File: config.mk
export PLATFORM = sky130hd
export DESIGN_NAME = reg_unit
export DESIGN_NICKNAME = d
export VERILOG_FILES = /design/src/rtl/reg_unit_pkg.sv /design/src/rtl/reg_unit.sv
export SDC_FILE = /design/constraint.sdc
export NUM_CORES = 1
export LEC_CHECK = 0
export ABC_AREA = 1
export CAP_MARGIN = 20
export CORE_ASPECT_RATIO = 2
export CORE_MARGIN = 3
export CORE_UTILIZATION = 55
export CTS_CLUSTER_SIZE = 40
export DETAILED_ROUTE_END_ITERATION = 16
export PLACE_DENSITY_LB_ADDON = 0.05
export SYNTH_ARGS = -nofsm -noshare
export SYNTH_HDL_FRONTEND = slang
export SYNTH_SLANG_ARGS = --single-unit
File: constraint.sdc
create_clock -name CLK -period 3.7 [get_ports CLK]
set_input_delay 0.37 -clock CLK [delete_from_list [all_inputs] [get_ports CLK]]
set_output_delay 0.37 -clock CLK [all_outputs]
set_load 0.05 [all_outputs]
File: src/rtl/reg_unit_pkg.sv
// rtl/reg_unit_pkg.sv - default sizing constants and word type for reg_unit
package reg_unit_pkg;

  localparam int REG_WIDTH_DEF  = 16;
  localparam int REG_DEPTH_DEF  = 8;
  localparam int ADDR_WIDTH_DEF = 3;

  typedef logic [REG_WIDTH_DEF-1:0] reg_word_t;

endpackage

File: src/rtl/reg_unit.sv
// rtl/reg_unit.sv - REG_DEPTH x REG_WIDTH register bank with registered read port
// Optional RdValid output enabled by macro REG_UNIT_RD_VALID_EN.
module reg_unit
  import reg_unit_pkg::*;
#(
  parameter int REG_WIDTH  = REG_WIDTH_DEF,
  parameter int REG_DEPTH  = REG_DEPTH_DEF,
  parameter int ADDR_WIDTH = ADDR_WIDTH_DEF
) (
  input  logic                  CLK,
  input  logic                  RST,
  input  logic                  WrEn,
  input  logic                  RdEn,
  input  logic [REG_WIDTH-1:0]  WrData,
  input  logic [ADDR_WIDTH-1:0] Address,
  output logic [REG_WIDTH-1:0]  RdData
`ifdef REG_UNIT_RD_VALID_EN
  ,
  output logic                  RdValid
`endif
);

  logic [REG_WIDTH-1:0] r_mem [REG_DEPTH];
  logic [REG_WIDTH-1:0] r_rd_data;
  logic                 w_in_range;
  logic                 w_wr;
  logic                 w_rd;

  assign w_in_range = (int'(Address) < REG_DEPTH);
  // A simultaneous write and read performs only the write.
  assign w_wr = WrEn && w_in_range;
  assign w_rd = RdEn && !WrEn;

  always_ff @(posedge CLK) begin
    if (RST) begin
      for (int i = 0; i < REG_DEPTH; i++) begin
        r_mem[i] <= '0;
      end
    end else if (w_wr) begin
      r_mem[Address] <= WrData;
    end
  end

  always_ff @(posedge CLK) begin
    if (RST) begin
      r_rd_data <= '0;
    end else if (w_rd) begin
      r_rd_data <= w_in_range ? r_mem[Address] : '0;
    end
  end

  assign RdData = r_rd_data;

`ifdef REG_UNIT_RD_VALID_EN
  logic r_rd_valid;

  always_ff @(posedge CLK) begin
    if (RST) begin
      r_rd_valid <= 1'b0;
    end else begin
      r_rd_valid <= w_rd;
    end
  end

  assign RdValid = r_rd_valid;
`endif

endmodule

==> run_results.csv, run 1 <==
group,metric,value,unit
global_routing,grt_antenna_before_repair,0,
finish,nFillCells,945,
min_path,min_path_type,"flop to flop",
worst_setup_path,cp_max_fo,17,
cts,cts.sinks,144,
worst_setup_path,r2r_cells,6,
synth,yosys.area_share.adder,0,
cts,ctsHoldBuffers,0,
floorplanning,start_util,0.569,
route,drtIter0Drc,393,
cts,htree_levels,4,
route,ant_nets,0,
worst_setup_path,startpoint_type,"input pin",
finish,antenna_cells,0,
placement,io_buffers,38,
route,route.detailed.drc,0,
floorplanning,die_area,13300,sq um
finish,drive_gt1_frac,0.0683,
flow_run,maxCapViolations,0,
timing,setup_viol,0,
floorplanning,core_region_area,11500,sq um
worst_setup_path,ff2ff_setup_slack,2.47,ns
cts,post_cts_buffers,0,
cts,cts_root_buf,"clkbuf_16",
min_path,worstHoldStart,"RdData[4]$_SDFFE_PP0P_",
min_path,min_to,"RdData[4]$_SDFFE_PP0P_",
placement,gp_congestion,0.875,
timing,maxSlewViolCount,0,
route,totalWireLength,17000,um
worst_setup_path,rr_endpoint,"RdData[1]$_SDFFE_PP0P_",
cts,path_clk_slew,0.06,ns
synth,synth-compound-area-share,0.0207,
placement,place_ws,0.797,ns
synth,syn_inst,728,
min_path,holdPathStages,2,
finish,syn_to_final_growth,16.5,%
timing,worst_pin_slew,0.761,ns
synth,syn_nets,751,
floorplanning,rows,55,
worst_setup_path,end_kind,"flop",
synth,syn_area_per_cell,8.99,sq um
timing,maxClockFrequency,0.398,GHz
synth,synth_top_family_by_area,"simple AND/OR/NAND/NOR gates",
timing,final.setup.tns,0,ns
timing,fin_crit,2.51,ns
cts,clockBufferDepth,2,
timing,max-slew-margin-rel,0.492,
route,vias,4910,
synth,synth-simple-area-share,0.246,
power,ir_drop,0.000395,V
worst_setup_path,cp.required,3.74,ns
finish,nNetsFinal,786,
cts,cts_made_buffers,17,
synth,yosys_warnings,0,
synth,ys_seq_area_frac,0.636,
cts,clock_latency,0.41,ns
cts,cts_tree,"built",
route,vias_per_cell,5.35,
cts,cts-resized-gates,0,
synth,synthMuxAreaShare,0,
timing,fin_skew,0.00949,ns
floorplanning,io-pin-count,39,
global_routing,grt_max_degree,76,
global_routing,track_usage,0.263,
worst_setup_path,reg2reg_from,"r_mem[0][1]$_SDFFCE_PN0P_",
timing,fin_crit_sh,0.679,
finish,fin_cells,918,
synth,synth_area,6540,sq um
finish,multi_input_area,1750,sq um
route,routedWlPerCell,18.5,um
synth,synth_cell_types,16,
power,pwr_density_cell,523,nW/um^2
worst_setup_path,worstSetupPathType,"input pin to flop",
timing,layout_setup_ws,1.19,ns
global_routing,overflow,0,
floorplanning,die_x,83.1,um
finish,regArea,4160,sq um
status,status,"completed",
finish,final_util,0.663,
power,p_leak,3.37,nW
timing,fin_hold_ws,0.531,ns
placement,dp_cells,886,
global_routing,grt_pass1_vias,4925,
global_routing,grt_pass1_wl,26200,um
placement,placed_cell_area,7020,sq um
power,power,3.99,mW
synth,synth_xor_xnor_area_share,0,
finish,finalInstanceArea,7620,sq um
timing,final_hold_viol_count,0,
route,dr.pass1.iters,5,
placement,dpl.hpwl,12000,um
floorplanning,die_h,160,um
timing,rsz0062_at_grt,"false",
worst_setup_path,cp.arrival,2.56,ns
synth,synth_seq_cells,144,
-- critical path, cell delays in order --
cell	delay (ns)
clkdlybuf4s50_1	0.58
nand2_1	0.17
inv_1	0.37
nand2_1	0.43
nand2_1	0.63
-- logic make-up after synthesis --
logic type | Yosys count
flip-flops | 144
AND/OR/NAND/NOR | 397
buffers and inverters | 160
AO/OA/AOI/OAI | 27
-- metal layers --
| metal | part of all wire | vias up | track usage |
|---|---|---|---|
| met5 | 0 | - | 0 |
| met2 | 0.56 | 157 | 0.497 |
| met4 | 0.027 | 0 | 0.0923 |
| met3 | 0.051 | 33 | 0.0485 |
| met1 | 0.37 | 2380 | 0.289 |
| li1 | - | 2340 | - |
-- power breakdown --
| part | switching (mW) | total, mW | internal (mW) |
|---|---|---|---|
| logic | 0.263 | 0.367 | 0.104 |
| registers | 0.0322 | 1.90 | 1.87 |
| clock network | 0.667 | 1.72 | 1.05 |
-- sequential cells by signal, indices dropped and copies added, names as in the netlist --
| name | flops |
|---|---|
| r_mem | 128 |
| RdData | 16 |
-- worst max-delay path by stage --
| stage | startpoint | to | slack, ns | depth (start not counted) |
|---|---|---|---|---|
| 2_1_floorplan | Address[0] | r_mem[1][0]$_SDFFCE_PN0P_ | 1.85 | 6 |
| 3_3_place_gp | Address[1] | r_mem[7][15]$_SDFFCE_PN0P_ | 0.90 | 5 |
| 3_5_place_dp | Address[1] | r_mem[7][1]$_SDFFCE_PN0P_ | 0.80 | 5 |
| 4_1_cts | Address[1] | r_mem[7][5]$_SDFFCE_PN0P_ | 1.21 | 5 |
| 5_1_grt | Address[1] | r_mem[7][5]$_SDFFCE_PN0P_ | 1.03 | 5 |
| 6_report | Address[1] | r_mem[7][5]$_SDFFCE_PN0P_ | 1.19 | 5 |
-- area by class of cell --
| class | instances | area share |
|---|---|---|
| inverter | 129 | 0.0635 |
| sequential | 144 | 0.546 |
| clock inverter | 10 | 0.0128 |
| clock buffer | 22 | 0.0666 |
| tap | 142 | 0.0233 |
| multi-input combinational | 424 | 0.229 |
| timing repair buffer | 47 | 0.0581 |
-- cells in the final DEF, fill, tap and decap left out, types with 2 or more instances in the layout --
| cell type | count |
|---|---|
| clkbuf_16 | 20 |
| clkinvlp_4 | 3 |
| nand2_2 | 4 |
| nand3_1 | 69 |
| edfxtp_1 | 128 |
| nand2_1 | 137 |
| clkdlybuf4s50_1 | 37 |
| clkinv_4 | 3 |
| inv_1 | 128 |
| clkinv_2 | 2 |
| clkbuf_1 | 2 |
| nor2_2 | 6 |
| o21ai_0 | 26 |
| dfxtp_1 | 16 |
| nor2_1 | 176 |
| or2_2 | 2 |
| or2_0 | 3 |
| buf_4 | 9 |
-- Yosys cell counts, drive strengths merged --
library cell | count | share of area
nand2 | 141 | 0.082
or2 | 5 | 0.0048
buf | 21 | 0.017
o21ai | 27 | 0.021
edfxtp | 128 | 0.59
nor2 | 182 | 0.11
nand3 | 69 | 0.053
clkbuf | 10 | 0.0057
dfxtp | 16 | 0.049
inv | 129 | 0.074
No activity file was read; power rests on OpenSTA's default activity.
==> inputs of run 2 (changes only) <==
--- a/config.mk
+++ b/config.mk
@@ -9,7 +9,7 @@
 export CAP_MARGIN = 20
 export CORE_ASPECT_RATIO = 2
 export CORE_MARGIN = 3
-export CORE_UTILIZATION = 55
+export CORE_UTILIZATION = 54
 export CTS_CLUSTER_SIZE = 40
 export DETAILED_ROUTE_END_ITERATION = 16
 export PLACE_DENSITY_LB_ADDON = 0.05
==> constraint.sdc (replaced) <==
create_clock -name CLK -period 2 [get_ports CLK]
set_input_delay 0.2 -clock CLK [delete_from_list [all_inputs] [get_ports CLK]]
set_output_delay 0.2 -clock CLK [all_outputs]
set_load 0.05 [all_outputs]
==> run_results.csv, run 2 (synthesis gave the netlist of run 1 again) <==
group,metric,value,unit
status,status,"completed",
finish,final_common_cell,"nor2_1",
floorplanning,die_h,162,um
cts,clockBufferDepth,2,
finish,drive_gt1_frac,0.0996,
power,ir_drop,0.000672,V
timing,final_hold_viol_count,0,
finish,regMostFlops,"r_mem",
worst_setup_path,cp_num_buf_inv,1,
cts,cts_made_buffers,17,
power,pwr_density_cell,913,nW/um^2
placement,io_buffers,38,
cts,post_cts_buffers,0,
worst_setup_path,crit_cells,1,
cts,path_clk_slew,0.06,ns
cts,ctsHoldBuffers,0,
route,vias_per_cell,5.29,
route,vias,5017,
worst_setup_path,ff2ff_setup_slack,0.80,ns
timing,layout_setup_ws,0.125,ns
global_routing,grt_max_degree,43,
worst_setup_path,cp.required,1.80,ns
worst_setup_path,r2r_cells,6,
floorplanning,core_region_area,11800,sq um
global_routing,grt_antenna_before_repair,0,
global_routing,grt_pass1_vias,5122,
finish,syn_to_final_growth,19.7,%
cts,htree_levels,4,
worst_setup_path,slowest_stage,"clkdlybuf4s50_1",
timing,rsz0062_at_grt,"false",
worst_setup_path,rr_endpoint,"RdData[2]$_SDFFE_PP0P_",
power,power,7.15,mW
min_path,min_path_type,"input pin to flop",
timing,fin_crit,1.87,ns
timing,setup_viol,0,
worst_setup_path,cp_slowest_stage_delay,0.84,ns
finish,antenna_cells,0,
timing,fin_skew,0.00995,ns
worst_setup_path,cp.arrival,1.67,ns
floorplanning,rows,56,
floorplanning,io-pin-count,39,
worst_setup_path,cp-endpoint,"RdData[12]",
floorplanning,die_area,13600,sq um
route,totalWireLength,17400,um
finish,nFillCells,969,
timing,fin_crit_sh,0.937,
floorplanning,die_x,83.8,um
cts,cts-resized-gates,0,
timing,max-slew-margin-rel,0.658,
worst_setup_path,startpoint,"RdData[12]$_SDFFE_PP0P_",
cts,cts_root_buf,"clkbuf_16",
finish,final_cell_mix,"nor2_1 (176), nand2_1 (137), inv_1 (128), edfxtp_1 (128), nand3_1 (69)",
timing,worst_pin_slew,0.512,ns
global_routing,grt_pass1_wl,27100,um
floorplanning,start_util,0.556,
worst_setup_path,path_cells,"clkdlybuf4s50_1",
finish,largest_register_ffs,128,
placement,gp_congestion,0.911,
route,drtIter0Drc,369,
finish,nNetsFinal,813,
timing,final.setup.tns,0,ns
timing,maxSlewViolCount,0,
flow_run,maxCapViolations,0,
worst_setup_path,startpoint_type,"flop",
route,dr.pass1.iters,6,
worst_setup_path,reg2reg_from,"r_mem[5][2]$_SDFFCE_PN0P_",
worst_setup_path,cp_top_family,"buffers and inverters",
route,ant_nets,0,
finish,final_util,0.665,
cts,cts_tree,"built",
route,routedWlPerCell,18.3,um
worst_setup_path,worstSetupPathType,"flop to output port",
cts,clock_latency,0.42,ns
min_path,worstHoldStart,"Address[0]",
route,route.detailed.drc,0,
global_routing,overflow,0,
cts,cts.sinks,144,
worst_setup_path,end_kind,"output port",
power,p_leak,3.49,nW
placement,dpl.hpwl,12300,um
placement,place_ws,0.00241,ns
global_routing,track_usage,0.270,
worst_setup_path,cp_max_fo,2,
timing,maxClockFrequency,0.533,GHz
==> run 2: cell count changes in the layout (fill, tap and decap cells not counted) <==
cell / change
buf_12: +6
inv_6: +5
clkinvlp_4: +1
clkbuf_1: -1
clkinv_1: +1
clkbuf_16: -3
bufinv_16: -1
buf_4: +21
clkinv_4: -2
==> run 2: routing by layer <==
layer | track usage | share of wire | vias up
met5 | 0 | 0 | -
met3 | 0.0431 | 0.040 | 53
li1 | - | - | 2389
met4 | 0.186 | 0.063 | 0
met1 | 0.277 | 0.35 | 2418
met2 | 0.491 | 0.55 | 157
==> run 2: stage by stage <==
stage               hold slack [ns]  instance area, sq um  std cells
global route                  0.433                  7830        948
CTS                           0.366                  7830        948
floorplan                     0.421                  6540        728
finish                        0.392                  7830        948
detailed placement            0.515                  7300        916
global placement              0.508                  7300        916
==> run 2: report_power, final <==
part	switching [mW]	internal, mW	leakage, nW
clock	1.30	1.60	0.252
sequential	0.0589	3.46	1.36
combinational	0.496	0.241	1.88
total	1.85	5.30	3.49
==> run 2: cell type report <==
cell class / count / area [sq um] / area share
Clock inverter: 14 / 105 / 0.0134
Clock buffer: 18 / 429 / 0.0548
Tap cell: 145 / 181 / 0.0232
Multi-Input combinational cell: 424 / 1750 / 0.223
Timing Repair Buffer: 74 / 721 / 0.0920
Inverter: 129 / 484 / 0.0618
Sequential cell: 144 / 4160 / 0.532
==> run 2: worst min-delay path by stage <==
stage	to	slack, ns	depth (start not counted)
after detailed placement	RdData[3]$_SDFFE_PP0P_	0.52	2
after floorplan	RdData[0]$_SDFFE_PP0P_	0.42	3
after global placement	RdData[6]$_SDFFE_PP0P_	0.51	2
final	r_mem[6][15]$_SDFFCE_PN0P_	0.39	4
after CTS	r_mem[6][15]$_SDFFCE_PN0P_	0.37	4
after global routing	r_mem[6][0]$_SDFFCE_PN0P_	0.43	4
==> run 2: tightest hold or removal path: stages <==
cell and delay (ns):
buf_2 0.14, nor2_2 0.09, nand2_1 0.08, nand2_1 0.11
==> inputs of run 3 (changes only) <==
--- a/config.mk
+++ b/config.mk
@@ -7,7 +7,7 @@
 export LEC_CHECK = 0
 export ABC_AREA = 1
 export CAP_MARGIN = 20
-export CORE_ASPECT_RATIO = 2
+export CORE_ASPECT_RATIO = 0.8
 export CORE_MARGIN = 3
 export CORE_UTILIZATION = 54
 export CTS_CLUSTER_SIZE = 40
==> run_results.csv, run 3 (synthesis gave the netlist of run 1 again) <==
group,metric,value,unit
placement,gp_congestion,0.902,
worst_setup_path,end_kind,"output port",
power,pwr-share-clk,0.448,
finish,final_common_cell,"nor2_1",
cts,htree_levels,4,
global_routing,grt_antenna_before_repair,0,
timing,maxClockFrequency,0.568,GHz
min_path,min_path_type,"input pin to flop",
finish,final_cell_mix,"nor2_1 (176), nand2_1 (137), inv_1 (128), edfxtp_1 (128), nand3_1 (69)",
placement,dpl.hpwl,10600,um
global_routing,grt_pass1_vias,4568,
finish,drive_gt1_frac,0.0952,
timing,fin_crit_sh,0.880,
timing,fin_hold_ws,0.398,ns
global_routing,overflow,0,
route,dr.pass1.iters,5,
timing,fin_crit,1.76,ns
route,totalWireLength,15900,um
power,pwr_density_cell,970,nW/um^2
floorplanning,die_x,129,um
worst_setup_path,r2r_cells,6,
min_path,min_to,"RdData[1]$_SDFFE_PP0P_",
cts,cts.sinks,144,
global_routing,grt_pass1_wl,24800,um
power,switching_share,0.231,
flow_run,maxCapViolations,0,
timing,max-slew-margin-rel,0.665,
power,ir_drop,0.000666,V
route,route.detailed.drc,0,
finish,regMostFlops,"r_mem",
cts,post_cts_buffers,0,
power,p_leak,3.51,nW
floorplanning,die_h,104,um
worst_setup_path,cp.required,1.80,ns
global_routing,track_usage,0.246,
floorplanning,die_area,13500,sq um
worst_setup_path,slowest_stage,"clkdlybuf4s50_1",
timing,setup_viol,0,
finish,antenna_cells,0,
cts,cts_root_buf,"clkbuf_16",
power,power.share.combinational,0.094,
min_path,holdPathStages,6,
route,ant_nets,0,
worst_setup_path,reg2reg_from,"r_mem[1][8]$_SDFFCE_PN0P_",
finish,syn_to_final_growth,20.9,%
global_routing,grt_max_degree,40,
floorplanning,rows,35,
timing,fin_skew,0.00746,ns
placement,io_buffers,38,
timing,final.setup.tns,0,ns
timing,maxSlewViolCount,0,
finish,largest_register_ffs,128,
finish,nFillCells,882,
finish,nNetsFinal,808,
worst_setup_path,ff2ff_setup_slack,0.86,ns
timing,rsz0062_at_grt,"false",
worst_setup_path,rr_endpoint,"RdData[8]$_SDFFE_PP0P_",
route,routedWlPerCell,16.8,um
timing,final_hold_viol_count,0,
worst_setup_path,cp_slowest_stage_delay,0.81,ns
worst_setup_path,startpoint_type,"flop",
timing,worst_pin_slew,0.501,ns
route,vias,4915,
power,power,7.67,mW
floorplanning,core_region_area,11700,sq um
worst_setup_path,cp_num_buf_inv,1,
route,drtIter0Drc,581,
finish,fin_cells,946,
floorplanning,io-pin-count,39,
power,p_switching,1.77,mW
worst_setup_path,cp_top_family,"buffers and inverters",
cts,path_clk_slew,0.06,ns
cts,ctsHoldBuffers,0,
worst_setup_path,cp.arrival,1.56,ns
cts,clock_latency,0.41,ns
power,power_frac_seq,0.458,
min_path,worstHoldStart,"Address[0]",
power,p_int,5.90,mW
route,vias_per_cell,5.20,
floorplanning,start_util,0.560,
cts,cts-resized-gates,0,
cts,cts_tree,"built",
worst_setup_path,worstSetupPathType,"flop to output port",
status,status,"completed",
worst_setup_path,cp_max_fo,2,
cts,cts_made_buffers,17,
placement,dp_cells,914,
worst_setup_path,path_cells,"clkdlybuf4s50_1",
cts,clockBufferDepth,2,
[run 3: how the worst max path moves through the flow]
| stage | slack [ns] | start | endpoint | cells past startpoint |
|---|---|---|---|---|
| 2_1_floorplan | 0.32 | Address[0] | r_mem[1][0]$_SDFFCE_PN0P_ | 6 |
| 3_3_place_gp | 0.23 | Address[1] | RdData[13]$_SDFFE_PP0P_ | 7 |
| 3_5_place_dp | 0.17 | Address[1] | r_mem[3][9]$_SDFFCE_PN0P_ | 6 |
| 4_1_cts | 0.22 | RdData[5]$_SDFFE_PP0P_ | RdData[5] | 1 |
| 5_1_grt | 0.19 | RdData[0]$_SDFFE_PP0P_ | RdData[0] | 1 |
| 6_report | 0.24 | RdData[5]$_SDFFE_PP0P_ | RdData[5] | 1 |
[run 3: worst register-to-register path, delay by kind of cell, from the launching register on]
family	cells	cell delay, ns
buf+inv	1	0.07
simple gates	5	0.60
flops	1	0.37
[run 3: area by class of cell]
class / instances / area (sq um) / area share
Sequential cell: 144 / 4160 / 0.527
Multi-Input combinational cell: 424 / 1750 / 0.221
Timing Repair Buffer: 69 / 683 / 0.0864
Inverter: 129 / 484 / 0.0612
Clock buffer: 17 / 425 / 0.0538
Clock inverter: 15 / 216 / 0.0274
Tap cell: 148 / 185 / 0.0234
[run 3: routing by layer]
layer / global-route usage / share of wire / vias up
li1: - / - / 2381
met5: 0 / 0 / -
met1: 0.394 / 0.48 / 2320
met2: 0.339 / 0.43 / 193
met3: 0.0503 / 0.075 / 21
met4: 0.0690 / 0.015 / 0
[run 3: stage by stage]
| stage | area [sq um] | utilization | setup slack [ns] |
|---|---|---|---|
| after floorplan | 6540 | - | 0.317 |
| after global placement | 7270 | 0.621 | 0.229 |
| after detailed placement | 7270 | 0.621 | 0.168 |
| after CTS | 7910 | 0.676 | 0.224 |
| after global routing | 7910 | 0.676 | 0.192 |
| final | 7910 | 0.676 | 0.240 |
[run 3: power groups by stage]
stage                     clock (mW)  combinational, mW  sequential, mW
after floorplan                    0              0.347            3.64
after global placement             0              0.706            3.57
after detailed placement           0              0.715            3.57
after CTS                       3.45              0.720            3.51
after global routing            3.58              0.792            3.53
final                           3.44              0.722            3.51
